[src/rtl/exu_store_queue.sv]
// In-order store queue between EX and the memory write port: aligns store data and byte masks,
// holds MMIO stores alone in the queue, and flags loads that overlap a pending store.
module exu_store_queue #(
  parameter int unsigned XLEN     = 64,
  parameter int unsigned DEPTH    = 4,
  parameter logic [3:0]  MMIO_TAG = 4'hA
) (
  input  logic                       clk,
  input  logic                       rst,
  input  logic                       req_valid,
  output logic                       req_ready,
  input  logic [XLEN-1:0]            req_addr,
  input  logic [XLEN-1:0]            req_data,
  input  logic [1:0]                 req_size,
  output logic                       mem_valid,
  input  logic                       mem_ready,
  output logic [XLEN-1:0]            mem_addr,
  output logic [XLEN-1:0]            mem_data,
  output logic [XLEN/8-1:0]          mem_mask,
  output logic                       mem_mmio,
  input  logic [XLEN-1:0]            chk_addr,
  input  logic [1:0]                 chk_size,
  output logic                       chk_hit,
  output logic [$clog2(DEPTH):0]     count,
  output logic                       empty,
  output logic                       err
);

  localparam int unsigned NB   = XLEN / 8;
  localparam int unsigned OFFW = $clog2(NB);
  localparam int unsigned PTRW = $clog2(DEPTH);
  localparam int unsigned CNTW = PTRW + 1;

  function automatic logic [NB-1:0] lane_mask(input logic [OFFW-1:0] off, input logic [1:0] size);
    logic [NB-1:0] m;
    int unsigned   o;
    int unsigned   n;
    o = 32'(off);
    n = 32'd1 << size;
    m = '0;
    for (int unsigned b = 0; b < NB; b++) m[b] = (b >= o) && (b < o + n);
    return m;
  endfunction

  logic [XLEN-1:0] ent_addr_q [DEPTH];
  logic [XLEN-1:0] ent_data_q [DEPTH];
  logic [NB-1:0]   ent_mask_q [DEPTH];
  logic            ent_mmio_q [DEPTH];

  logic [PTRW-1:0] wptr_q, rptr_q;
  logic [CNTW-1:0] count_q, count_d;
  logic            err_q;

  logic            full, accept, push, pop, mmio_pending, req_is_mmio, req_bad;
  logic [XLEN-1:0] req_aaddr, req_wdata, req_low, chk_aaddr;
  logic [NB-1:0]   req_mask, chk_mask;
  logic [DEPTH-1:0] ent_vld;
  int unsigned     req_off, req_nb;

  always_comb begin
    req_off   = 32'(req_addr[OFFW-1:0]);
    req_nb    = 32'd1 << req_size;
    req_bad   = ((req_off & (req_nb - 1)) != 0) || (req_size == 2'd3 && XLEN == 32);
    req_mask  = lane_mask(req_addr[OFFW-1:0], req_size);
    req_low   = '0;
    for (int unsigned b = 0; b < NB; b++) if (b < req_nb) req_low[8*b +: 8] = 8'hFF;
    req_wdata = (req_data & req_low) << (8 * req_off);
    req_aaddr = {req_addr[XLEN-1:OFFW], {OFFW{1'b0}}};
    req_is_mmio = (req_addr[31:28] == MMIO_TAG);
  end

  // Entry i is live when its distance from the read pointer is below the occupancy.
  always_comb begin
    ent_vld      = '0;
    mmio_pending = 1'b0;
    chk_hit      = 1'b0;
    chk_aaddr    = {chk_addr[XLEN-1:OFFW], {OFFW{1'b0}}};
    chk_mask     = lane_mask(chk_addr[OFFW-1:0], chk_size);
    for (int unsigned i = 0; i < DEPTH; i++) begin
      ent_vld[i] = ({1'b0, PTRW'(i) - rptr_q} < count_q);
      if (ent_vld[i] && ent_mmio_q[i]) mmio_pending = 1'b1;
      if (ent_vld[i] && ent_addr_q[i] == chk_aaddr && (ent_mask_q[i] & chk_mask) != '0)
        chk_hit = 1'b1;
    end
  end

  assign empty     = (count_q == '0);
  assign full      = (count_q == CNTW'(DEPTH));
  assign req_ready = !full && !mmio_pending && !(req_is_mmio && !empty);
  assign accept    = req_valid && req_ready;
  assign push      = accept && !req_bad;
  assign mem_valid = !empty;
  assign pop       = mem_valid && mem_ready;

  assign mem_addr  = ent_addr_q[rptr_q];
  assign mem_data  = ent_data_q[rptr_q];
  assign mem_mask  = ent_mask_q[rptr_q];
  assign mem_mmio  = mem_valid && ent_mmio_q[rptr_q];
  assign count     = count_q;
  assign err       = err_q;

  always_comb begin
    count_d = count_q;
    case ({push, pop})
      2'b10:   count_d = count_q + CNTW'(1);
      2'b01:   count_d = count_q - CNTW'(1);
      default: count_d = count_q;
    endcase
  end

  always_ff @(posedge clk) begin
    if (rst) begin
      wptr_q  <= '0;
      rptr_q  <= '0;
      count_q <= '0;
      err_q   <= 1'b0;
    end else begin
      if (push) wptr_q <= wptr_q + PTRW'(1);
      if (pop)  rptr_q <= rptr_q + PTRW'(1);
      count_q <= count_d;
      err_q   <= accept && req_bad;
    end
  end

  always_ff @(posedge clk) begin
    if (!rst && push) begin
      ent_addr_q[wptr_q] <= req_aaddr;
      ent_data_q[wptr_q] <= req_wdata;
      ent_mask_q[wptr_q] <= req_mask;
      ent_mmio_q[wptr_q] <= req_is_mmio;
    end
  end

endmodule

[config.mk]
export PLATFORM = sky130hd
export DESIGN_NAME = exu_store_queue
export DESIGN_NICKNAME = d
export VERILOG_FILES = /design/src/rtl/exu_store_queue.sv
export SDC_FILE = /design/constraint.sdc
export NUM_CORES = 1
export LEC_CHECK = 0
export ABC_CLOCK_PERIOD_IN_PS = 7650
export BUFFER_PORTS_ARGS = -buffer_cell sky130_fd_sc_hd__clkbuf_2
export CAP_MARGIN = 25
export CORE_ASPECT_RATIO = 0.75
export CORE_MARGIN = 1.5
export CORE_UTILIZATION = 58
export DETAILED_ROUTE_END_ITERATION = 8
export PLACE_DENSITY = 0.89
export SYNTH_ARGS = -nofsm -noshare
export SYNTH_HDL_FRONTEND = slang
export SYNTH_SLANG_ARGS = --single-unit
[constraint.sdc]
create_clock -name clk -period 7.65 [get_ports clk]
set_input_delay 0.765 -clock clk [delete_from_list [all_inputs] [get_ports clk]]
set_output_delay 0.765 -clock clk [all_outputs]
set_load 0.02 [all_outputs]
Word level (Yosys, flattened, before mapping)
Memory sizes are Yosys's and may differ from the RTL's. A register that Yosys moved wholly into a read port is not among the register bits. Index checks and enable logic that the tools add are counted.

Mux-type cells: 27. Bitwise operators: 6. $lt $le $gt $ge: 42. Shift-type cells: 3. $add $sub $neg: 11. Reduce and logical (&&, ||, !) cells: 48. Equality and inequality tests: 8.

Operators by type and width (count): < comparator 3 x 32 -> 1 bit (first input constant) (12); == test 64 bit (4); < comparator 1 x 32 -> 1 bit (first input constant) (6); < comparator 2 x 32 -> 1 bit (first input constant) (6); adder 3 x 32 -> 32 bit (2); bitwise AND 64 bit (1); two-way mux 8 bit (8); << shifter 1 x 2 -> 32 bit (first input constant) (2); << shifter 64 x 6 -> 64 bit (1); logical AND 1 bit (35); bitwise AND 3 x 32 -> 32 bit (1); bitwise AND 8 bit (4); nonzero test 32 bit (1); nonzero test 8 bit (4); subtractor 32 x 1 -> 32 bit (second input constant) (1); greater-or-equal comparator 3 bit (first input constant) (6); two-way mux 2 bit (8); greater-or-equal comparator 1 x 3 -> 1 bit (first input constant) (4); greater-or-equal comparator 2 x 3 -> 1 bit (first input constant) (4); < comparator 2 x 3 -> 1 bit (4); two-way mux 1 bit (10); zero test 1 bit (6); case mux 3 bit (2 select lines) (1); adder 2 x 1 -> 2 bit (second input constant) (2); other kinds (10) (12).

Word-level logic and storage cells: 153. Input port bits: 200. Bits in registers: 8. Output and inout port bits: 145. Memories kept: 4. Memory bits (writable): 536.

Memory list: ent_data_q (depth 4, width 64, read ports 1, clocked after Yosys merged registers in 1, write ports 1, RTL line 46) `logic [XLEN-1:0] ent_data_q [DEPTH];`; ent_addr_q (depth 4, width 61, read ports 5, clocked after Yosys merged registers in 1, write ports 1, RTL line 45) `logic [XLEN-1:0] ent_addr_q [DEPTH];`; ent_mask_q (depth 4, width 8, read ports 5, clocked after Yosys merged registers in 1, write ports 1, RTL line 47) `logic [NB-1:0] ent_mask_q [DEPTH];`; ent_mmio_q (depth 4, width 1, read ports 5, clocked after Yosys merged registers in 1, write ports 1, RTL line 48) `logic ent_mmio_q [DEPTH];`.

Depth between registers and ports, before layout
Gate-level depths: netlist of run 1.

Depth after elaboration: 15. Gate-level depth with buffers: 14. Depth with buffers taken out: 14.

Least setup slack after synthesis of run 1
Ideal clock, no wire load.

Path kind: input to register. Start point: input req_size[1]. End point: memory ent_addr_q[0][0] (netlist bit), enable pin. Path slack: 1.610 ns. Library setup time: 0.509 ns. Arrival time: 5.531 ns. Buffers on the path: 2. Data required time: 7.141 ns. Stages: 8. Path through: or2_2 > buf_2 > buf_1 > ha_1 > nor2b_1 > a311o_1 > nor4_1 > and2_1.

Cells in the longest elaborated chain, start to end: 9.

RTL lines: start, declared (RTL line 14) `input logic [1:0] req_size,`; << shifter 1 x 2 -> 32 bit (RTL line 62) `req_nb = 32'd1 << req_size;`; subtractor 32 x 1 -> 32 bit (RTL line 63) `req_bad = ((req_off & (req_nb - 1)) != 0) || (req_size == 2'd3 && XLEN == 32);`; bitwise AND 3 x 32 -> 32 bit (RTL line 63); nonzero test 32 bit (RTL line 63); zero test 1 bit (RTL line 91) `assign push = accept && !req_bad;`; logical AND 1 bit (RTL line 91); logical AND 1 bit (RTL line 126) `if (!rst && push) begin`; two-way mux 1 bit (RTL line 126); two-way mux 1 bit (implied by the code) (RTL line 127) `ent_addr_q[wptr_q] <= req_aaddr;`; end, declared (RTL line 45).

Every way passes these cells.

Worst setup path after layout of run 1
Start point: input req_size[1]. End point: memory ent_addr_q[1][7] (netlist bit), enable pin.

The elaborated chain is that of the path after synthesis.

==> results.md, run 1 <==
* Status: completed
* RSZ-0062 raised after global routing: false
* Worst Tran Pin Value at 1040 ps
* Final Cycle Share at 55.9%
* Hold Startpoint: req_addr[23]
* Core area at 42500 um^2
* Crit path capture type: flip-flop
* FF+latch area at 16300 um^2
* Drt wl/cell at 28.8 um
* Hpwl dp at 51100 um
* Num ports at 345
* Worst hold path type: in -> reg
* Worst skew pair latency at 560 ps
* Worst vdd ir at 0.232 mV
* CTS H-tree depth at 2
* Crit path DAT at 4460 ps
* RePlAce Congestion at 1.07
* Reg2Reg Capture Point: ent_addr_q[1][7]
* Die area at 44800 um^2
* Worst path required time at 7830 ps
* Hold-fix buffer count after cts at 0
* Clock transition at the registers of the reported paths at 60 ps
* Root Buffer: clkbuf_16
* Post-cts sizing count at 0
* Yosys reg bits at 546
* Leak Pwr at 0.0102 uW
* DP Worst Slack at 2810 ps
* Footprint of the multi-input gates at 8500 um^2
* Vias in the first global route at 15600
* Routed vias/inst at 6.49
* Pin count of the biggest net entering global routing at 89
* Total setup buffers inserted after CTS at 0
* R2R cell count at 9
* Achievable Freq at 234 MHz
* R2R Setup Slk at 3450 ps
* DR pass1 iterations at 5
* Unique masters post-synth at 59
* Inst Count DP at 2384
* Crit path capture: ent_addr_q[1][7]
* Post-synth ARST share at 0%
* Hold Fails Final Rpt at 0
* Pwr/cell area at 279 nW/um^2
* Share of cells above drive strength 1 at 31.1%
* Setup violators final at 0
* Crit. Startpoint: req_size[1]
* Tmin final at 4280 ps
* P&R area growth vs syn at 15.3%
* IO buf count at 341
* Grt total ovfl at 0
* DIE WIDTH at 244 um
* CP startpoint kind: primary input
* Max_cap viols at 0
* Final Instance Count excl. Fillers at 2481
* Cells after Synth at 1536
* Largest fanout on the critical path at 60
* Post-route cell area at 29100 um^2
* Final Skew at 17.4 ps
* Clk sinks at 546
* Vert. Die Dim at 184 um
* Main flop type after synthesis: edfxtp_1
* Worst-case clock buffer depth at 3
* Initial core utilization at 59.4%
* Warnings, synthesis at 0
* Vias at 16100
* Dpl cell area at 27500 um^2
* Initial antenna violation count at 7
* TNS Setup at 0 ps
* Final wirelength at 71600 um
* GRT Util Overall at 31.7%
* DRT antenna net count at 0
* Syn_area_per_cell at 16.4 um^2
* # rows at 65
* Slew margin rel. at 30.0%
* TritonCTS clock tree: done
* Cts bufs inserted at 50
* Slew Viols, Final at 0
* Final WS setup at 3370 ps
* Cell area after synthesis at 25200 um^2
* First-pass GRT wire length at 102000 um
* Crit Path Class: in -> reg
* Post-synthesis sequential area ratio at 64.6%
* Initial drt markers at 2368
* Fillers at 2819
* Crit Reg-Reg Startpoint: count[1]
* Layout net count at 2091
* Post-synth EDFFs at 536
* Residual DRC at 0
placed cells by master, fill, tap and decap left out, types with 13 or more instances in the layout:
cell type and instances:
a21oi_1 36, a221oi_1 17, buf_4 13, clkbuf_16 51, clkbuf_2 341, clkinv_1 13, edfxtp_1 536, ha_1 18
inv_1 29, mux2_2 16, mux2i_1 17, mux4_2 134, nand2_1 30, nand2b_1 14, nand3_1 23, nand4_1 21
nor2_1 77, nor2b_1 15, nor3_1 15, nor4_1 61, o211ai_1 14, o21ai_0 19, o22ai_1 16, xor2_1 247
state kept, by name, summed over array words and instances (netlist names), named ones only:
name	cells
rptr_q	2
ent_mask_q	32
ent_addr_q	244
err	1
ent_data_q	256
ent_mmio_q	4
count	3
wptr_q	2
synthesized netlist by cell type, drive strengths merged (22+ instances only):
cell	number	area, um^2
edfxtp	536	16100
xor2	247	2160
mux4	134	3020
nor2	77	289
nor4	61	382
clkbuf	43	161
a21oi	36	180
buf	35	175
nand2	30	113
inv	29	109
nand3	23	115
nand4	22	153
o21ai	22	121
per-layer routing:
metal	global-route usage [%]	wire length [um]	up-vias
met1	46.0	27400	8033
met4	9.21	2450	8
met5	0	52	-
met2	46.0	31800	1124
met3	10.6	9880	163
li1	-	-	6773
cells by family (layout without fill, tap and decap cells):
kind of cell,count (synthesis),in the layout,share of synthesized area [%]
buffers and inverters,107,478,1.77
XOR/XNOR,251,251,8.75
adder cells (fa/ha/maj),21,21,1.13
AO/OA/AOI/OAI,167,167,4.65
AND/OR/NAND/NOR,276,276,5.73
flip-flops,546,546,64.6
other,1,6,0.0149
multiplexers,167,167,13.4
power by group:
part / leakage (uW) / switching (uW) / internal (uW) / total [uW]
Sequential: 0.00496 / 92.9 / 3450 / 3550
Combinational: 0.00449 / 1320 / 828 / 2150
Clock: 0.000770 / 1070 / 1360 / 2430
Total: 0.0102 / 2490 / 5640 / 8130
worst min-delay path by stage:
stage | slack (ps) | end | cells past startpoint
CTS | 410 | ent_addr_q[3][2] | 1
floorplan | 490 | wptr_q[0] | 2
global route | 410 | ent_addr_q[0][20] | 1
global placement | 500 | wptr_q[0] | 2
detailed placement | 540 | wptr_q[0] | 2
finish | 420 | ent_addr_q[0][20] | 1
layout make-up:
cell class	instances	area share, %
antenna	3	0.0258
clock buffer	61	4.52
clock inverter	30	0.843
inverter	29	0.374
multi-input combinational	885	29.2
sequential	546	56.0
tap	569	2.45
timing repair buffer	358	6.53
critical path: stages:
cell and delay [ps]:
clkbuf_2 220, or2_2 500, ha_1 330, nor2b_1 40, a311o_1 370, nor4_1 550
and2_4 900, buf_4 700
through the flow:
stage / hold slack [ps] / utilization (%) / power [uW]
floorplan: 486 / - / 4990
global placement: 501 / 64.7 / 5680
detailed placement: 540 / 64.7 / 5720
CTS: 406 / 68.4 / 8110
global route: 410 / 68.5 / 8380
finish: 417 / 68.5 / 8130
(Power assumes the default switching activity.)
==> run 2: changes to the inputs <==
Settings changed: ABC_CLOCK_PERIOD_IN_PS 7650 to 3500, CORE_UTILIZATION 58 to 52, PLACE_DENSITY 0.89 to 0.85.
Clock period 7.65 ns to 3.5 ns, I/O delays scaled along.
==> run 2 against run 1 <==
Via count increased by 3.7%; core utilization decreased by 4.7 points; global-route usage decreased by 3.1 points; register-to-register slack got worse by 3000 ps; the flow now finishes with violations (negative setup slack); final area increased by 4.5%; sequential share of layout area decreased by 2.4 points; hold slack got worse by 340 ps; first-iteration DRC count increased by 6.6%; largest cell class unchanged.
==> results.md, run 2 (synthesized netlist as in run 1, its figures left out) <==
* Achievable Freq at 282 MHz
* Final Cycle Share at 101%
* Hold Fails Final Rpt at 0 (unchanged)
* Share of cells above drive strength 1 at 32.0% (+0.87 points)
* Crit path capture type: output port
* Crit path DAT at 3200 ps (-1260 ps)
* DRT antenna net count at 0 (unchanged)
* RSZ-0062 raised after global routing: false
* Failing checks: negative setup slack
* Die area at 49900 um^2 (+11%)
* Num ports at 345 (unchanged)
* Vias in the first global route at 16400 (+5.2%)
* # rows at 69 (+6.2%)
* GRT Util Overall at 28.6% (-3.1 points)
* P&R area growth vs syn at 20.5%
* Pin count of the biggest net entering global routing at 81 (-9.0%)
* Worst-case clock buffer depth at 3 (unchanged)
* TNS Setup at -50.4 ps (-50.4 ps)
* Initial drt markers at 2524 (+6.6%)
* Largest fanout on the critical path at 2 (-97%)
* Leak Pwr at 0.0108 uW (+5.6%)
* Final Instance Count excl. Fillers at 2656 (+7.1%)
* DP Worst Slack at 294 ps (-2520 ps)
* Grt total ovfl at 0 (unchanged)
* Crit Path Class: reg -> out
* First-pass GRT wire length at 105000 um (+2.9%)
* RePlAce Congestion at 1.02 (-4.4%)
* Status: complete, but fails checks
* Most flops, register: ent_data_q
* Slew Viols, Final at 0 (unchanged)
* Slew margin rel. at 46.6% (+17 points)
* Worst skew pair latency at 610 ps (+50 ps)
* CTS H-tree depth at 2 (unchanged)
* Total setup buffers inserted after CTS at 0 (unchanged)
* Hold Startpoint: rst
* Setup violators final at 1 (+1)
* Reg2Reg Capture Point: count[2]
* WHS Path Cells at 2 (+1)
* DR pass1 iterations at 6 (+1)
* CP startpoint kind: flip-flop
* Hold EP: rptr_q[0]
* Tmin final at 3550 ps
* Top Registers: ent_data_q: 256 flops, ent_addr_q: 244 flops, ent_mask_q: 32 flops
* Cts bufs inserted at 52 (+4.0%)
* Crit Reg-Reg Startpoint: count[1]
* Root Buffer: clkbuf_16
* Drt wl/cell at 27.2 um (-5.8%)
* Routed vias/inst at 6.28 (-3.2%)
* Final Skew at 29.1 ps (+11.8 ps)
* Final wirelength at 72200 um (+0.83%)
* R2R Setup Slk at 470 ps (-2980 ps)
* R2R cell count at 14 (+5)
* Hpwl dp at 50500 um (-1.0%)
* Worst Tran Pin Value at 801 ps (-240 ps)
* Commonest non-fill, non-tap cell in the layout: edfxtp_1
* Worst vdd ir at 0.509 mV (+120%)
* Initial antenna violation count at 10 (+3)
* Initial core utilization at 52.9% (-6.5 points)
* IO buf count at 341 (unchanged)
* Residual DRC at 0 (unchanged)
* Max_cap viols at 0 (unchanged)
* Core area at 47700 um^2 (+12%)
* Inst Count DP at 2493 (+4.6%)
* Vert. Die Dim at 194 um (+5.5%)
* Clock transition at the registers of the reported paths at 70 ps (about the same)
* Highest-count cells in the layout ignoring fill and taps: 536 x edfxtp_1, 340 x clkbuf_2, 247 x xor2_1
* TritonCTS clock tree: done
* DIE WIDTH at 257 um (+5.5%)
* Layout net count at 2190 (+4.7%)
* Final WS setup at -50.4 ps (-3420 ps)
* Worst path required time at 3150 ps (-4680 ps)
* Min Hold Slack at 81.2 ps (-335 ps)
* Clk sinks at 546 (unchanged)
* Vias at 16700 (+3.7%)
* Max FFs per register at 256 (unchanged)
* Pwr/cell area at 602 nW/um^2 (+120%)
* Worst hold path type: in -> reg
## run 2: cell count changes in the layout (fill, tap and decap cells not counted), moves of 2 or more
cell           delta
dlygate4sd3_1    +61
buf_4            +25
buf_12           +13
clkinv_1          -7
clkbuf_8          +4
diode_2           +4
nor4_1            -3
buf_16            -2
bufinv_16         +2
nor4_2            +2
## run 2: worst max-delay path by stage
| stage | cells after the start | slack [ps] | startpoint | end |
|---|---|---|---|---|
| after floorplan | 8 | -650 | req_size[1] | ent_addr_q[0][0] |
| after global placement | 13 | 340 | req_size[0] | count[2] |
| after detailed placement | 13 | 290 | req_size[0] | count[2] |
| after CTS | 8 | 9 | ent_addr_q[1][16] | chk_hit |
| after global routing | 8 | 10 | ent_addr_q[3][39] | chk_hit |
| final | 8 | -50 | ent_addr_q[1][16] | chk_hit |
## run 2: report_power, final
group | total [uW] | switching, uW | internal, uW
clock network | 5760 | 2470 | 3280
logic | 4810 | 2910 | 1900
registers | 7730 | 182 | 7540
total | 18300 | 5560 | 12700
## run 2: final cells by class
cell class | instances | area [um^2]
sequential | 546 | 16300
tap | 639 | 800
clock buffer | 67 | 1400
timing repair buffer | 455 | 2900
inverter | 29 | 109
fill | 3258 | 17300
antenna | 7 | 17.5
multi-input combinational | 885 | 8530
clock inverter | 28 | 337
## run 2: per-stage QoR
stage / power (uW) / util [%] / area (um^2)
2_1_floorplan: 10900 / - / 25200
3_3_place_gp: 12500 / 58.8 / 28000
3_5_place_dp: 12600 / 58.8 / 28000
4_1_cts: 18300 / 63.7 / 30400
5_1_grt: 18800 / 63.8 / 30400
6_report: 18300 / 63.8 / 30400
## run 2: metal layers
layer	vias to the layer above	share of wire [%]	track usage, %
met2	1152	45	42.5
met4	8	2.6	7.62
met5	-	0.067	0
li1	6972	-	-
met1	8422	39	42.4
met3	135	13	7.03
## run 2: worst max-delay path, cell delays in order (launching register included)
cell and delay (ps):
edfxtp_1 410, xor2_1 200, nor4_1 590, nand4_1 420, nor4_2 390, buf_4 180, o211ai_1 70, nand4_1 150
clkbuf_2 190
## run 2: what timing repair did
| action | 4_1_cts | 5_1_grt |
|---|---|---|
| hold buffers | 61 | 0 |
| hold endpoints to repair | 241 | 0 |
| endpoints found under the setup margin | 1 | 1 |
| resized for setup | 2 | 2 |
==> run 3: changes to the inputs <==
Settings changed: ABC_CLOCK_PERIOD_IN_PS 3500 to 3300, CORE_UTILIZATION 52 to 60, CTS_BUF_LIST from default to sky130_fd_sc_hd__clkbuf_4, PLACE_DENSITY 0.85 to 0.81.
Clock period 3.5 ns to 3.3 ns, I/O delays scaled along.
==> run 3 against run 2 <==
Sequential power rose by 6.5%; routed wire length rose by 5.0%; via count rose by 4.4%; global-route usage rose by 6.2 points; the run still ends with negative setup slack left; final area rose by 1.4%; register-to-register slack got worse by 180 ps.
==> results.md, run 3 (synthesized netlist as in run 1, its figures left out) <==
* Inst Count DP at 2425 (-2.7%)
* Cell Chain, Critical Path: xor2_1 > nor4_2 > nand4_1 > nor4_4 > o211ai_1 > nand4_1 > clkbuf_8
* Most flops, register: ent_data_q
* Vias in the first global route at 16600 (+1.7%)
* Highest-count cells in the layout ignoring fill and taps: 536 x edfxtp_1, 340 x clkbuf_2, 241 x xor2_1
* Clock transition at the registers of the reported paths at 70 ps (about the same)
* P&R area growth vs syn at 22.1%
* Max FFs per register at 256 (unchanged)
* Vias at 17400 (+4.4%)
* DRT antenna net count at 0 (unchanged)
* DIE WIDTH at 240 um (-6.8%)
* Final core utilization at 75.0% (+11 points)
* Min Hold Slack at 193 ps (+112 ps)
* Internal at 13200 uW (+3.4%)
* Vert. Die Dim at 181 um (-6.8%)
* TritonCTS clock tree: done
* Failing checks: negative setup slack
* Grt total ovfl at 0 (unchanged)
* Critical path's largest stage delay at 460 ps (-130 ps)
* Clk sinks at 546 (unchanged)
* IO buf count at 341 (unchanged)
* WHS Path Cells at 4 (+2)
* Pwr/cell area at 625 nW/um^2 (+3.8%)
* GRT Util Overall at 34.8% (+6.2 points)
* Achievable Freq at 281 MHz
* Pin count of the biggest net entering global routing at 61 (-25%)
* Share of cells above drive strength 1 at 37.4% (+5.4 points)
* Drt wl/cell at 27.8 um (+2.4%)
* Initial core utilization at 61.4% (+8.5 points)
* Crit path capture type: output port
* Top Registers: ent_data_q: 256 flops, ent_addr_q: 244 flops, ent_mask_q: 32 flops
* Worst vdd ir at 0.527 mV (+3.5%)
* Worst hold path type: in -> reg
* Final Cycle Share at 108%
* DR pass1 iterations at 6 (unchanged)
* Worst-case clock buffer depth at 3 (unchanged)
* R2R cell count at 14 (unchanged)
* Setup violators final at 1 (unchanged)
* RSZ-0062 raised after global routing: true
* Tmin final at 3560 ps
* Status: complete, but fails checks
* Sw Pwr at 6090 uW (+9.4%)
* First-pass GRT wire length at 107000 um (+1.5%)
* Final Instance Count excl. Fillers at 2725 (+2.6%)
* Die area at 43300 um^2 (-13%)
* Worst path required time at 2970 ps (-180 ps)
* Tot Pwr at 19200 uW (+5.2%)
* Cts bufs inserted at 132 (+150%)
* Initial drt markers at 2407 (-4.6%)
* R2R Setup Slk at 290 ps (-180 ps)
* Crit path DAT at 3230 ps (+30 ps)
* Final Skew at 50.0 ps (+20.9 ps)
* RePlAce Congestion at 1.08 (+5.7%)
* Max_cap viols at 0 (unchanged)
* Clock Power Share at 29.8% (-1.7 points)
* Core area at 41100 um^2 (-14%)
* Gate power share at 27.4% (+1.1 points)
* Slew margin rel. at 47.4% (+0.75 points)
* Worst skew pair latency at 870 ps (+260 ps)
* Final wirelength at 75800 um (+5.0%)
* Routed vias/inst at 6.39 (+1.7%)
* Commonest non-fill, non-tap cell in the layout: edfxtp_1
* Layout net count at 2297 (+4.9%)
* Residual DRC at 0 (unchanged)
* Root Buffer: clkbuf_4
* Hold Fails Final Rpt at 0 (unchanged)
* CTS H-tree depth at 4 (+2)
* Leak Pwr at 0.0111 uW (+2.7%)
* CP startpoint kind: flip-flop
* Hpwl dp at 53600 um (+6.0%)
* Num ports at 345 (unchanged)
* TNS Setup at -258 ps (-208 ps)
* Switching part of the total at 31.6% (+1.2 points)
* Cell mode on critical path: nand4_1
* Slew Viols, Final at 0 (unchanged)
* Final WS setup at -258 ps (-208 ps)
* # rows at 64 (-7.2%)
* Initial antenna violation count at 7 (-3)
* Flop pwr share at 42.8% (+0.6 points)
* Worst Tran Pin Value at 786 ps (-14.9 ps)
* Crit path max-delay cell type: edfxtp_1
* Largest fanout on the critical path at 2 (unchanged)
* Crit Path Class: reg -> out
run 3: cell types whose count changed in the layout (fill, tap and decap cells not counted), moves of 6 or more:
| cell | change |
|---|---|
| clkbuf_16 | -52 |
| clkbuf_4 | +178 |
| nor4_1 | -21 |
| nor4_4 | +6 |
| clkbuf_1 | -11 |
| dlygate4sd3_1 | +12 |
| nor4_2 | +15 |
| clkinv_1 | +12 |
| xor2_1 | -6 |
| clkinv_2 | -6 |
| buf_12 | +6 |
| buf_4 | +9 |
run 3: worst max-delay path: cells and delay by family, from the launching register on:
family / cells / cell delay, ps
xor gates and xnor gates: 1 / 250
and+or+nand+nor: 4 / 1300
AOI/OAI and AO/OA: 1 / 160
buffers and inverters: 1 / 190
DFF: 1 / 460
run 3: power groups by stage:
stage | clock, uW | sequential [uW] | combinational [uW]
2_1_floorplan | 0 | 8280 | 3270
6_report | 5740 | 8230 | 5280
4_1_cts | 5760 | 8270 | 5140
5_1_grt | 6140 | 8260 | 5540
3_5_place_dp | 0 | 8420 | 5030
3_3_place_gp | 0 | 8390 | 4990
run 3: worst paths after layout:
| check | startpoint | to |
|---|---|---|
| max | ent_addr_q[1][6] | chk_hit |
| min | req_data[56] | ent_data_q[0][56] |
| max reg2reg | count[1] | count[2] |
| min reg2reg | wptr_q[0] | wptr_q[0] |
run 3: layout make-up:
type	count	area, um^2
antenna	7	17.5
clock buffer	178	1340
clock inverter	37	347
fill	2542	10300
inverter	29	109
multi-input combinational	885	8770
sequential	546	16300
tap	561	702
timing repair buffer	482	3220
run 3: metrics by stage:
stage	instance area [um^2]	setup slack [ps]
2_1_floorplan	25300	51.6
3_3_place_gp	28100	119
3_5_place_dp	28100	42.0
6_report	30800	-258
4_1_cts	30700	-160
5_1_grt	30800	-257
run 3: metal layers:
metal | track usage (%) | vias up | wire, um
met1 | 50.9 | 8640 | 29200
met3 | 13.4 | 170 | 11300
met2 | 48.0 | 1362 | 32900
li1 | - | 7245 | -
met4 | 12.0 | 2 | 2400
met5 | 0 | - | 19
run 3: timing repair:
action,in CTS,in global routing
pin swaps,20,15
setup endpoints to repair,1,4
hold buffers,73,0
setup buffers,4,1
endpoints found under the hold margin,303,0
resized for setup,26,13
